### src/rtl/spi_mem_intf_p.sv
// spi_mem_intf_p: request-driven SPI master for the SPI-MEM slave.
// Serialises one write {din, addr, 1} or read {addr, 0} frame LSB first,
// waits (bounded by TIMEOUT) for op_done / ready, and for reads shifts in
// DATA_W bits of miso LSB first. Requires DATA_W >= 3 and TIMEOUT >= 1.
module spi_mem_intf_p #(
   parameter int ADDR_W    = 8,
   parameter int DATA_W    = 8,
   parameter int MEM_DEPTH = 32,
   parameter int TIMEOUT   = 255
) (
   input  logic              clk,
   input  logic              rst,
   input  logic              start,
   input  logic              wr,
   input  logic [ADDR_W-1:0] addr,
   input  logic [DATA_W-1:0] din,
   output logic              busy,
   output logic              cs,
   output logic              mosi,
   input  logic              miso,
   input  logic              ready,
   input  logic              op_done,
   output logic [DATA_W-1:0] dout,
   output logic              dout_valid,
   output logic              done,
   output logic              err,
   output logic [1:0]        err_code
);

   localparam int FRAME_W = 1 + ADDR_W + DATA_W;
   localparam int RD_LEN  = 1 + ADDR_W;
   localparam int CNT_W   = $clog2(2 + ADDR_W + DATA_W);
   localparam int WT_W    = $clog2(TIMEOUT + 1);

   localparam logic [CNT_W-1:0]  WR_LAST = CNT_W'(FRAME_W - 1);
   localparam logic [CNT_W-1:0]  RD_LAST = CNT_W'(RD_LEN - 1);
   localparam logic [CNT_W-1:0]  RX_LAST = CNT_W'(DATA_W - 1);
   localparam logic [WT_W-1:0]   WT_LAST = WT_W'(TIMEOUT - 1);
   // One extra bit so MEM_DEPTH == 2**ADDR_W is representable.
   localparam logic [ADDR_W:0]   DEPTH_X = (ADDR_W + 1)'(MEM_DEPTH);

   localparam logic [1:0] EC_NONE    = 2'b00;
   localparam logic [1:0] EC_ADDR    = 2'b01;
   localparam logic [1:0] EC_TIMEOUT = 2'b10;

   typedef enum logic [2:0] {
      S_IDLE, S_CHECK, S_SEND, S_WAIT_DONE, S_WAIT_READY, S_RECV, S_DONE, S_ERROR
   } state_t;

   state_t             state;
   logic [FRAME_W-1:0] frame;   // shifts right; bit 0 is the next mosi bit
   logic               wr_q;
   logic [CNT_W-1:0]   cnt;
   logic [WT_W-1:0]    wcnt;
   logic [DATA_W-2:0]  rx;      // first DATA_W-1 received bits; last bit joins at load

   // Request FSM with registered SPI pins, status pulses and read data.
   always_ff @(posedge clk or negedge rst) begin
      if (!rst) begin
         state      <= S_IDLE;
         frame      <= '0;
         wr_q       <= 1'b0;
         cnt        <= '0;
         wcnt       <= '0;
         rx         <= '0;
         busy       <= 1'b0;
         cs         <= 1'b1;
         mosi       <= 1'b0;
         dout       <= '0;
         dout_valid <= 1'b0;
         done       <= 1'b0;
         err        <= 1'b0;
         err_code   <= EC_NONE;
      end else begin
         done       <= 1'b0;
         err        <= 1'b0;
         dout_valid <= 1'b0;
         case (state)
            S_IDLE: begin
               cs   <= 1'b1;
               mosi <= 1'b0;
               if (start) begin
                  frame    <= {din, addr, wr};
                  wr_q     <= wr;
                  err_code <= EC_NONE;
                  busy     <= 1'b1;
                  state    <= S_CHECK;
               end
            end
            S_CHECK: begin
               if ({1'b0, frame[ADDR_W:1]} >= DEPTH_X) begin
                  err_code <= EC_ADDR;
                  err      <= 1'b1;
                  done     <= 1'b1;
                  state    <= S_ERROR;
               end else begin
                  // Bit 0 goes out together with cs falling.
                  cs    <= 1'b0;
                  mosi  <= frame[0];
                  frame <= frame >> 1;
                  cnt   <= '0;
                  state <= S_SEND;
               end
            end
            S_SEND: begin
               if (cnt == (wr_q ? WR_LAST : RD_LAST)) begin
                  cs    <= 1'b1;
                  mosi  <= 1'b0;
                  wcnt  <= '0;
                  state <= wr_q ? S_WAIT_DONE : S_WAIT_READY;
               end else begin
                  mosi  <= frame[0];
                  frame <= frame >> 1;
                  cnt   <= cnt + 1'b1;
               end
            end
            S_WAIT_DONE: begin
               if (op_done) begin
                  done  <= 1'b1;
                  state <= S_DONE;
               end else if (wcnt == WT_LAST) begin
                  err_code <= EC_TIMEOUT;
                  err      <= 1'b1;
                  done     <= 1'b1;
                  state    <= S_ERROR;
               end else begin
                  wcnt <= wcnt + 1'b1;
               end
            end
            S_WAIT_READY: begin
               if (ready) begin
                  cnt   <= '0;
                  state <= S_RECV;
               end else if (wcnt == WT_LAST) begin
                  err_code <= EC_TIMEOUT;
                  err      <= 1'b1;
                  done     <= 1'b1;
                  state    <= S_ERROR;
               end else begin
                  wcnt <= wcnt + 1'b1;
               end
            end
            S_RECV: begin
               rx <= {miso, rx[DATA_W-2:1]};
               if (cnt == RX_LAST) begin
                  dout       <= {miso, rx};
                  dout_valid <= 1'b1;
                  done       <= 1'b1;
                  state      <= S_DONE;
               end else begin
                  cnt <= cnt + 1'b1;
               end
            end
            S_DONE, S_ERROR: begin
               busy  <= 1'b0;
               state <= S_IDLE;
            end
            default: state <= S_IDLE;
         endcase
      end
   end

endmodule

### config.mk
export PLATFORM = sky130hd
export DESIGN_NAME = spi_mem_intf_p
export DESIGN_NICKNAME = d
export VERILOG_FILES = /design/src/rtl/spi_mem_intf_p.sv
export SDC_FILE = /design/constraint.sdc
export NUM_CORES = 1
export LEC_CHECK = 0
export ABC_AREA = 1
export CORE_UTILIZATION = 45
export DETAILED_ROUTE_END_ITERATION = 7
export MAX_ROUTING_LAYER = met4
export PLACE_DENSITY = 0.66
export RECOVER_POWER = 100
export SLEW_MARGIN = 20
export SYNTH_ARGS = -nofsm -noshare
export SYNTH_HDL_FRONTEND = slang
export SYNTH_SLANG_ARGS = --single-unit
### constraint.sdc
create_clock -name clk -period 3.2 [get_ports clk]
set_input_delay 0.64 -clock clk [delete_from_list [all_inputs] [get_ports clk]]
set_output_delay 0.64 -clock clk [all_outputs]
set_load 0.005 [all_outputs]
Word level (Yosys, flattened, before mapping)
Cells that the tools add are included.
Storage, ports and cells
  register bits after elaboration: 57
  output and inout port bits: 16
  logic and storage cells: 101
Operators by class
  add/subtract/negate cells: 2
  order comparisons: 1
  eq/ne operators: 20
  multiplexer cells: 47
  reductions and logical operators: 17
Operators with widths (number)
  $mux W17: 3
  $pmux W17 S3: 1
  $mux W8: 4
  $mux W5: 5
  $mux W3: 8
  $pmux W8 S3: 1
  $pmux W3 S7: 1
  $ne A2 B2 Y1 const B: 10
  $pmux W5 S4: 1
  $eq A3 B3 Y1 const B: 4
  $mux W1: 12
  $mux W2: 5
  $reduce_and A5 Y1: 2
  $pmux W1 S3: 3
  $add A8 B1 Y8 const B: 1
  $eq A8 B8 Y1 const B: 1
  $ge A8 B6 Y1 const B: 1
  $pmux W2 S4: 1
  $reduce_and A2 Y1: 4
  $reduce_and A4 Y1: 2
  $reduce_bool A4 Y1: 2
  $eq A3 B2 Y1 const B: 2
  $reduce_and A3 Y1: 2
  $reduce_bool A3 Y1: 2
  9 further kinds: 9

Logic depth before layout (Yosys ltp)
Gate-level depths: netlist of the first run.
  depth after elaboration: 4
  gate-level depth with buffers: 10

Worst setup path before layout of the first run
Ideal clock, no wire load.
  path type: flip-flop to flip-flop
  start point: register cnt[0]
  end point: register wcnt[7]
  setup time: 118 ps
  arrival: 1380 ps
  slack: 1702 ps
  stages on the path, launching flop included: 10
  path buffers: 0
  period minus slack after synthesis: 1498 ps
  cells stage by stage: dfrtp_1 inv_1 ha_1 nand2_1 nor2_1 nand2_1 a21oi_2 nand2_2 nand2_1 nand2_1
On the way
  longest elaborated chain between the ends: 3
Ends and longest elaborated chain
  start: declaration: RTL line 53  | logic [CNT_W-1:0] cnt;
  start signal: assignment: RTL line 114  | cnt <= cnt + 1'b1;
  start signal: assignment: RTL line 151  | cnt <= cnt + 1'b1;
  $eq A5 B5 Y1: RTL line 106  | if (cnt == (wr_q ? WR_LAST : RD_LAST)) begin
  $ne A2 B2 Y1 (no source line)
  $reduce_and A4 Y1 (no source line)
  end signal: assignment: RTL line 127  | wcnt <= wcnt + 1'b1;
  end signal: assignment: RTL line 140  | wcnt <= wcnt + 1'b1;
  end: declaration: RTL line 54  | logic [WT_W-1:0] wcnt;
No other way between the ends.
A chain may end at the register's enable or synchronous reset.

Worst setup path in the final report of the first run
  start point: register state[0]
  end point: register frame[5]
On the way
  longest elaborated chain between the ends: 3
Ends and longest elaborated chain
  start: declaration: RTL line 50  | state_t state;
  start signal: assignment: RTL line 110  | state <= wr_q ? S_WAIT_DONE : S_WAIT_READY;
  $eq A3 B2 Y1, or another cell as far along: RTL line 78  | case (state)
  $ne A2 B2 Y1 (no source line) / $reduce_bool A3 Y1 (equally long branches)
  $reduce_and A4 Y1 (no source line)
  end signal: assignment: RTL line 83  | frame <= {din, addr, wr};
  end signal: assignment: RTL line 100  | frame <= frame >> 1;
  end signal: assignment: RTL line 113  | frame <= frame >> 1;
  end: declaration: RTL line 51  | logic [FRAME_W-1:0] frame;
Parallel ways exist; a longest one is shown, timed or not.

==> run metrics, run 1 <==
status=complete, but fails checks; failing checks=DRC, capacitance limit, slew limit; final non-filler cell area=3650 um^2; Fin Clk Skew=0.00705 ns; WP data arrival=2.67 ns; die height=83.9 um; initial antenna violation count=0; most common cell in the netlist=nand2_1; clock share of power=0.231; Reg power frac=0.348; register area share after synthesis=0.472; CORE AREA=6420 um^2; final setup fails=0; die area=7050 um^2; Seq cells post-synth=57; Routed met2 length=2.94 mm; Global Route Usage Sum=0.214; max_cap viols=1; Fmax=408 MHz; first-pass GRT wire length=11.6 mm; grt ovf=0; post-synthesis async set-or-reset flop share=1.00; # fillers=631; unrepaired setup endpoints after global routing=no; Area after DPL=3460 um^2; Syn Nets=442; total chip power=3170 uW; Clock transition at path regs=0.07 ns; Core Rows=29; Post-CTS Repair Setup Buffers=0; final setup margin=0.747 ns; drt total wl=6.65 mm; Area growth syn-to-layout=20.7%; sw frac=0.428; synth cell count leaders=nand2_1, dfrtp_1, nand3_1, inv_1, o21ai_0; syn avg cell area=7.28 um^2; Vias/cell=5.03; Worst-Skew Late Latency=0.33 ns; post-detail-place hpwl=4.54 mm; worst hold path class=reg -> reg; Fin Hold WS=0.466 ns; Least-Margin Pin Slew=1.63 ns; pre-CTS setup slack=0.700 ns; largest net degree at the start of global routing=30; top layer in use=met4; Critical Path Fanout Max=20; CTS sink cnt=57; routed len/inst=12.4 um; n_diodes=0; wire length on met1=3.26 mm; period utilization=0.767; crit start category=flip-flop; Final TNS setup=0 ns; clock tree from TritonCTS=done; synthesized area=3020 um^2; Hold Fails Final Rpt=0; DR vias=2695; CP endpoint kind=flip-flop; slew margin rel.=-0.0877; chip width=83.9 um; number of synthesis warnings=0; WL met3=396 um; Post-synth top flop=dfrtp_1; H-tree depth=3; Iter 0 DRT Violations=140; share of layout cells above drive strength 1=0.0545; LEAKAGE=0.00194 uW; 1st-pass router iterations=6; Power Dens Cells=870 nW/um^2; hold_buf cts=0; Root Buffer=clkbuf_8; top post-synthesis cells by area=dfrtp_1, nand2_1, nand3_1; final slew viol count=29; Distinct cells, synth=27; Clock Tree Buf Depth=2; post-route minimum period=2.45 ns; count of input and output buffers=38; num ports=39; initial core utilization=0.470; Post-synth EDFFs=0; DRC viols=4; Mapped Cells=415; cell internal pwr=1820 uW; # nets final=481; Num CTS Buffers=9; Critical Path RT=3.42 ns; vias in the first global route=2551; Comb pwr share=0.421; area leader, netlist=dfrtp_1; top-area cell type share of the netlist area=0.464; Routed Antenna Nets=0; placer congestion estimate=0.879; Peak VDD IR=0.565 mV; post-cts resize count=0; Setup Crit Path Kind=reg -> reg; NetSw=1360 uW
[registers in the layout (all words and copies together) (netlist names)]
signal,cells
frame,17
dout,8
wcnt,8
rx,7
cnt,5
state,3
err_code,2
busy,1
cs,1
done,1
dout_valid,1
err,1
mosi,1
wr_q,1
[path summary, 6_finish.rpt]
| check | startpoint | to | slack [ns] | cells after the start |
|---|---|---|---|---|
| max | state[0]$_DFFE_PN0P_ | frame[5]$_DFFE_PN0P_ | 0.75 | 7 |
| min | err_code[1]$_DFFE_PN0P_ | err_code[1]$_DFFE_PN0P_ | 0.47 | 2 |
| max reg2reg | state[0]$_DFFE_PN0P_ | frame[5]$_DFFE_PN0P_ | 0.75 | 7 |
| min reg2reg | err_code[1]$_DFFE_PN0P_ | err_code[1]$_DFFE_PN0P_ | 0.47 | 2 |
| max in group asynchronous | rst | dout[2]$_DFFE_PN0P_ | 1.54 | 1 |
| min in group asynchronous | rst | wcnt[3]$_DFFE_PN0P_ | 0.71 | 1 |
[layout by cell type (no fill, tap or decap)]
| master | n |
|---|---|
| buf_12 | 1 |
| bufinv_16 | 2 |
| nand2_2 | 1 |
| inv_2 | 3 |
| nor2_2 | 1 |
| o21ai_1 | 2 |
| xnor2_1 | 1 |
| o21bai_1 | 1 |
| nand2_1 | 170 |
| dfstp_2 | 1 |
| clkinv_2 | 3 |
| nand3_1 | 39 |
| inv_1 | 35 |
| o21ai_0 | 38 |
| xor2_1 | 2 |
| nand2_4 | 1 |
| dlygate4sd3_1 | 17 |
| nand3b_1 | 2 |
| clkinvlp_4 | 1 |
| nand3_4 | 2 |
| nor3_1 | 3 |
| a21oi_1 | 6 |
| clkbuf_1 | 2 |
| ha_1 | 4 |
| nand4_1 | 2 |
| dfrtp_1 | 56 |
| nor2_1 | 34 |
| clkdlybuf4s50_1 | 20 |
| clkbuf_8 | 9 |
[through the flow]
stage,utilization,std cells
2_1_floorplan,-,415
3_3_place_gp,0.538,520
3_5_place_dp,0.538,520
5_1_grt,0.568,536
6_report,0.568,536
4_1_cts,0.571,536
[worst max-delay path: stages, from the launching register on]
cell and delay [ns]:
dfrtp_1 0.57, nor2_1 0.11, nand2_1 0.55, nand2_1 0.64
nor2_1 0.24, a21oi_1 0.06, nand2_1 0.11, nand2_1 0.06
[per-layer routing]
metal,track usage,vias up
met5,-,-
met4,0.0611,0
met3,0.0593,4
met2,0.311,61
met1,0.292,1243
li1,-,1387
[power groups by stage]
stage	clock (uW)	combinational (uW)	sequential [uW]
2_1_floorplan	0	1070	1070
3_3_place_gp	0	1350	1110
3_5_place_dp	0	1370	1120
4_1_cts	748	1380	1110
5_1_grt	781	1550	1130
6_report	732	1340	1100
[cells by family after synthesis]
| family | Yosys count | share of synthesized area |
|---|---|---|
| xor gates and xnor gates | 3 | 0.00870 |
| DFF | 57 | 0.472 |
| AOI/OAI and AO/OA | 47 | 0.0799 |
| and+or+nand+nor | 255 | 0.357 |
| adders and majority gates | 4 | 0.0166 |
| buffers and inverters | 49 | 0.0658 |
[area by class of cell]
class	instances	area, um^2	area share
clock buffers	10	128	0.0350
clock inverters	6	82.6	0.0226
inverters	38	143	0.0391
multi-input cells	309	1380	0.377
flip-flops and latches	57	1430	0.391
well taps	77	96.3	0.0264
repair buffers	39	394	0.108
No activity file was read; power rests on OpenSTA's default activity.
==> inputs of run 2 (changes only) <==
Settings changed: PLACE_DENSITY 0.66 to 0.69.
Clock period 3.2 ns to 2.1 ns, I/O delays scaled along.
==> run 2 against run 1 <==
Compared with the run above:
- the run ends with DRC left
- via count is 2.2% higher
- sequential share of layout area is 0.35 points lower
- die area stayed put
- sequential power is 52% higher
- clock skew is 0.0025 ns higher
- register-to-register slack worse by 0.45 ns
- worst setup slack worse by 0.49 ns
- wire length is 0.72% higher
- hold slack worse by 0.28 ns
- largest cell class unchanged
==> run metrics, run 2 (synthesized netlist as in run 1, its figures left out) <==
status=complete, but fails checks; failing checks=DRC; crit-path leading delay family=buffers and inverters; sw frac=0.431 (+0.00368); post-detail-place hpwl=4.91 mm (+8.1%); share of layout cells above drive strength 1=0.0725 (+0.0180); Reg power frac=0.350 (+0.002); WP data arrival=1.43 ns (-1.24 ns); grt ovf=0 (unchanged); period utilization=0.879; Core Rows=29 (unchanged); NetSw=2060 uW (+52%); Num CTS Buffers=9 (unchanged); worst hold path class=in -> async; count of input and output buffers=38 (unchanged); initial core utilization=0.470 (unchanged); die area=7050 um^2 (unchanged); clock share of power=0.190 (-0.041); Top reg by flops=frame; DRC viols=2 (-2); Critical Path Fanout Max=2 (-90%); placer congestion estimate=0.822 (-6.5%); chip width=83.9 um (unchanged); Hold Fails Final Rpt=0 (unchanged); Routed Antenna Nets=0 (unchanged); 1st-pass router iterations=7 (+1); Area after DPL=3540 um^2 (+2.5%); Largest register FFs=17 (unchanged); Util after Layout=0.573 (+0.00506); Power Dens Cells=1300 nW/um^2 (+49%); initial antenna violation count=0 (unchanged); crit start category=flip-flop; vias in the first global route=2560 (+0.35%); hold_buf cts=0 (unchanged); Crit path largest cell delay=0.56 ns (-0.08 ns); Peak VDD IR=0.723 mV (+28%); # fillers=626 (-0.79%); Critical Path RT=1.68 ns (-1.74 ns); Area growth syn-to-layout=21.8%; biggest regs=frame: 17 flops, dout: 8 flops, wcnt: 8 flops; Vias/cell=5.05 (+0.35%); H-tree depth=3 (unchanged); total chip power=4780 uW (+50%); Crit-path slowest cell=dlygate4sd3_1; # nets final=491 (+2.1%); post-route minimum period=1.85 ns; die height=83.9 um (unchanged); Global Route Usage Sum=0.218 (+0.00466); Setup Crit Path Kind=reg -> out; Fmax=542 MHz; clock tree from TritonCTS=done; slew margin rel.=0.409 (+0.497); Buf/Inv on CP=1 (+1); first-pass GRT wire length=11.9 mm (+1.8%); Fin Clk Skew=0.00955 ns (+0.00250 ns); Root Buffer=clkbuf_8; CP Cell Sequence=dlygate4sd3_1; CORE AREA=6420 um^2 (unchanged); CTS sink cnt=57 (unchanged); num ports=39 (unchanged); cell internal pwr=2720 uW (+50%); drt total wl=6.70 mm (+0.72%); Worst-Skew Late Latency=0.34 ns (about the same); unrepaired setup endpoints after global routing=no; commonest non-fill, non-tap cells in the layout=nand2_1, dfrtp_1, nand3_1; Post-CTS Repair Setup Buffers=0 (unchanged); LEAKAGE=0.00197 uW (+1.4%); post-cts resize count=0 (unchanged); max_cap viols=0 (-1); largest net degree at the start of global routing=29 (-3.3%); Clock transition at path regs=0.07 ns (about the same); Least-Margin Pin Slew=0.886 ns (-0.745 ns); n_diodes=0 (unchanged); Iter 0 DRT Violations=153 (+9.3%); final non-filler cell area=3680 um^2 (+0.89%); final slew viol count=0 (-100%); Clock Tree Buf Depth=2 (unchanged); routed len/inst=12.3 um (-1.1%); CP endpoint kind=output port; DR vias=2755 (+2.2%); final setup fails=0 (unchanged); Comb pwr share=0.460 (+0.039); Final TNS setup=0 ns (unchanged); commonest non-fill, non-tap cell in the layout=nand2_1
==> run 2: cell type report <==
class,instances,area (um^2),share of cell area
Clock buffer,13,159,0.0432
Clock inverter,3,15.0,0.00408
Inverter,38,143,0.0388
Multi-Input combinational cell,309,1390,0.376
Sequential cell,57,1430,0.388
Tap cell,77,96.3,0.0262
Timing Repair Buffer,49,454,0.123
==> run 2: per-layer routing <==
layer	global-route usage	vias up	routed length (um)
li1	-	1405	-
met1	0.293	1286	3320
met2	0.323	56	3000
met3	0.0376	8	268
met4	0.102	0	117
met5	-	-	0
==> run 2: worst paths after layout <==
| path | startpoint | end | slack [ns] | cells after the start |
|---|---|---|---|---|
| min | rst | frame[8]$_DFFE_PN0P_ | 0.18 | 1 |
| max | cs$_DFFE_PN1P_ | cs | 0.25 | 1 |
| max reg2reg | state[0]$_DFFE_PN0P_ | frame[7]$_DFFE_PN0P_ | 0.30 | 9 |
| min in group clk | err_code[0]$_DFFE_PN0P_ | err_code[0]$_DFFE_PN0P_ | 0.47 | 2 |
| min reg2reg | err_code[0]$_DFFE_PN0P_ | err_code[0]$_DFFE_PN0P_ | 0.47 | 2 |
| max in group asynchronous | rst | frame[15]$_DFFE_PN0P_ | 0.70 | 2 |
==> run 2: stage by stage <==
stage / worst slack (ns) / instances / hold slack, ns
finish: 0.254 / 546 / 0.181
global route: 0.0977 / 546 / 0.253
CTS: 0.298 / 546 / 0.00818
detailed placement: 0.253 / 530 / 0.375
global placement: 0.314 / 530 / 0.372
floorplan: 0.602 / 415 / 0.124
==> run 2: power groups by stage <==
| stage | Sequential (uW) | Combinational (uW) | Clock (uW) |
|---|---|---|---|
| 2_1_floorplan | 1630 | 1630 | 0 |
| 3_3_place_gp | 1690 | 2220 | 0 |
| 3_5_place_dp | 1690 | 2270 | 0 |
| 4_1_cts | 1680 | 2270 | 940 |
| 5_1_grt | 1720 | 2540 | 981 |
| 6_report | 1670 | 2200 | 910 |
==> inputs of run 3 (changes only) <==
Settings changed: CAP_MARGIN set to 40, CORE_ASPECT_RATIO set to 0.5, CORE_MARGIN set to 2.
==> run 3 against run 2 <==
Compared with the run above:
- die area up 5.4%
- wire length is 2.4% lower
- worst setup slack got worse by 0.019 ns
- global-route usage down 1.5 points
- sequential cell count unchanged
- critical endpoint is now frame[6]$_DFFE_PN0P_
- the flow now finishes without violations
- hold slack better by 0.19 ns
- register-to-register slack got worse by 0.06 ns
- clock power is 60% higher
- sequential share of layout area fell by 1.4 points
==> run metrics, run 3 (synthesized netlist as in run 1, its figures left out) <==
Top reg by flops=frame; LEAKAGE=0.00201 uW (+2.1%); chip width=120 um (+43%); # fillers=617 (-1.4%); Num CTS Buffers=9 (unchanged); Most common cell on crit path=nand2_1; final non-filler cell area=3820 um^2 (+3.8%); CP Cell Sequence=inv_1 -> nand2_1 -> nor2_2 -> nand3_1 -> nand2_1 -> nor2_2 -> buf_4 -> nand2_1 -> o21ai_0; final setup fails=0 (unchanged); status=finished, final reports clean; pre-CTS setup slack=0.223 ns (-0.0304 ns); final slew viol count=0 (unchanged); Clock transition at path regs=0.05 ns (-0.02 ns); CORE AREA=6600 um^2 (+2.7%); vias in the first global route=2423 (-5.4%); die area=7430 um^2 (+5.4%); hold_buf cts=0 (unchanged); largest net degree at the start of global routing=25 (-14%); Fin Clk Skew=0.00714 ns (-0.00241 ns); Crit-path slowest cell=dfrtp_1; Reg-to-Reg End=frame[6]$_DFFE_PN0P_; Post-CTS Repair Setup Buffers=0 (unchanged); crit-path leading delay family=simple AND/OR/NAND/NOR gates; # nets final=491 (unchanged); DRC viols=0 (-2); 1st-pass router iterations=4 (-3); max_cap viols=0 (unchanged); Critical Path RT=2.30 ns (+0.62 ns); initial antenna violation count=0 (unchanged); slew margin rel.=0.138 (-0.271); H-tree depth=3 (unchanged); worst hold path class=in -> async; Area growth syn-to-layout=26.4%; post-route insts no fill=560 (+2.6%); first-pass GRT wire length=11.3 mm (-4.8%); share of layout cells above drive strength 1=0.0726 (+0.000155); count of input and output buffers=38 (unchanged); Worst setup startpoint=state[0]$_DFFE_PN0P_; num ports=39 (unchanged); Least-Margin Pin Slew=1.29 ns (+0.407 ns); R2R setup slack=0.24 ns (-0.06 ns); Fmax=536 MHz (-1.0%); clock tree from TritonCTS=done; R2R Path Start=state[0]$_DFFE_PN0P_; Root Buffer=clkbuf_16; WP data arrival=2.06 ns (+0.63 ns); DR vias=2681 (-2.7%); placed insts=545 (+2.8%); Global Route Usage Sum=0.204 (-0.0148); drt total wl=6.54 mm (-2.4%); Final TNS setup=0 ns (unchanged); die height=61.9 um (-26%); post-cts resize count=0 (unchanged); biggest regs=frame: 17 flops, dout: 8 flops, wcnt: 8 flops; Iter 0 DRT Violations=147 (-3.9%); CP endpoint kind=flip-flop; Area after DPL=3550 um^2 (+0.18%); Setup Crit Path Kind=reg -> reg; crit start category=flip-flop; CTS sink cnt=57 (unchanged); initial core utilization=0.458 (-0.0123); Core Rows=21 (-28%); post-detail-place hpwl=4.68 mm (-4.7%); Vias/cell=4.79 (-5.1%); commonest non-fill, non-tap cell in the layout=nand2_1; routed len/inst=11.7 um (-4.9%); period utilization=0.888 (+0.00893); commonest non-fill, non-tap cells in the layout=nand2_1, dfrtp_1, nand3_1; post-route minimum period=1.86 ns (+0.0187 ns); Critical Path Fanout Max=20 (+18); Peak VDD IR=0.529 mV (-27%); Routed Antenna Nets=0 (unchanged); CP Depth=9 (+8); Setup crit end=frame[6]$_DFFE_PN0P_; Crit path largest cell delay=0.50 ns (-0.06 ns); final setup margin=0.235 ns (-0.0187 ns); unrepaired setup endpoints after global routing=no; worst reg-to-reg path cell count=9 (unchanged); grt ovf=0 (unchanged); placer congestion estimate=0.879 (+7.0%); Worst-Skew Late Latency=0.33 ns (about the same); Hold Fails Final Rpt=0 (unchanged); n_diodes=0 (unchanged); Power Dens Cells=1380 nW/um^2 (+6.5%); Buf/Inv on CP=2 (+1); Clock Tree Buf Depth=2 (unchanged); Largest register FFs=17 (unchanged)
## run 3: changes by cell type in the layout (fill, tap and decap cells not counted), moves of 2 or more
cell / delta
clkbuf_8: -9
clkinvlp_4: +3
buf_4: +2
clkbuf_2: -2
o21ai_1: -2
clkinv_2: -3
o21ai_0: +2
clkbuf_16: +9
## run 3: metal layers
metal  track usage  vias to the layer above  part of all wire
li1              -                     1410                 -
met1         0.262                     1226              0.51
met2         0.320                       39              0.44
met3        0.0593                        6             0.037
met4        0.0588                        0            0.0096
met5             -                        -                 0
## run 3: final cells by class
type                            instances  area (um^2)  area share
Clock buffer                           11          253      0.0662
Clock inverter                          4         52.6      0.0138
Inverter                               38          143      0.0374
Multi-Input combinational cell        309         1390       0.363
Sequential cell                        57         1430       0.374
Tap cell                               92          115      0.0301
Timing Repair Buffer                   49          443       0.116
## run 3: worst min path at each step
stage / start / endpoint / slack [ns]
2_1_floorplan: rst / busy$_DFFE_PN0P_ / 0.12
3_3_place_gp: rst / err$_DFF_PN0_ / 0.45
3_5_place_dp: rst / err_code[1]$_DFFE_PN0P_ / 0.45
4_1_cts: rst / frame[11]$_DFFE_PN0P_ / 0.10
5_1_grt: rst / frame[11]$_DFFE_PN0P_ / 0.46
6_report: rst / frame[15]$_DFFE_PN0P_ / 0.37
## run 3: per-stage QoR
stage / hold WS, ns / total power (uW) / util
floorplan: 0.124 / 3260 / -
global placement: 0.450 / 3850 / 0.538
detailed placement: 0.450 / 3890 / 0.538
CTS: 0.105 / 5380 / 0.585
global route: 0.464 / 5730 / 0.579
finish: 0.370 / 5280 / 0.579
## run 3: where the power goes
part | total [uW] | internal, uW | switching (uW) | leakage, uW
clock | 1460 | 974 | 491 | 0.000140
combinational | 2130 | 739 | 1390 | 0.00112
sequential | 1690 | 1450 | 235 | 0.000742
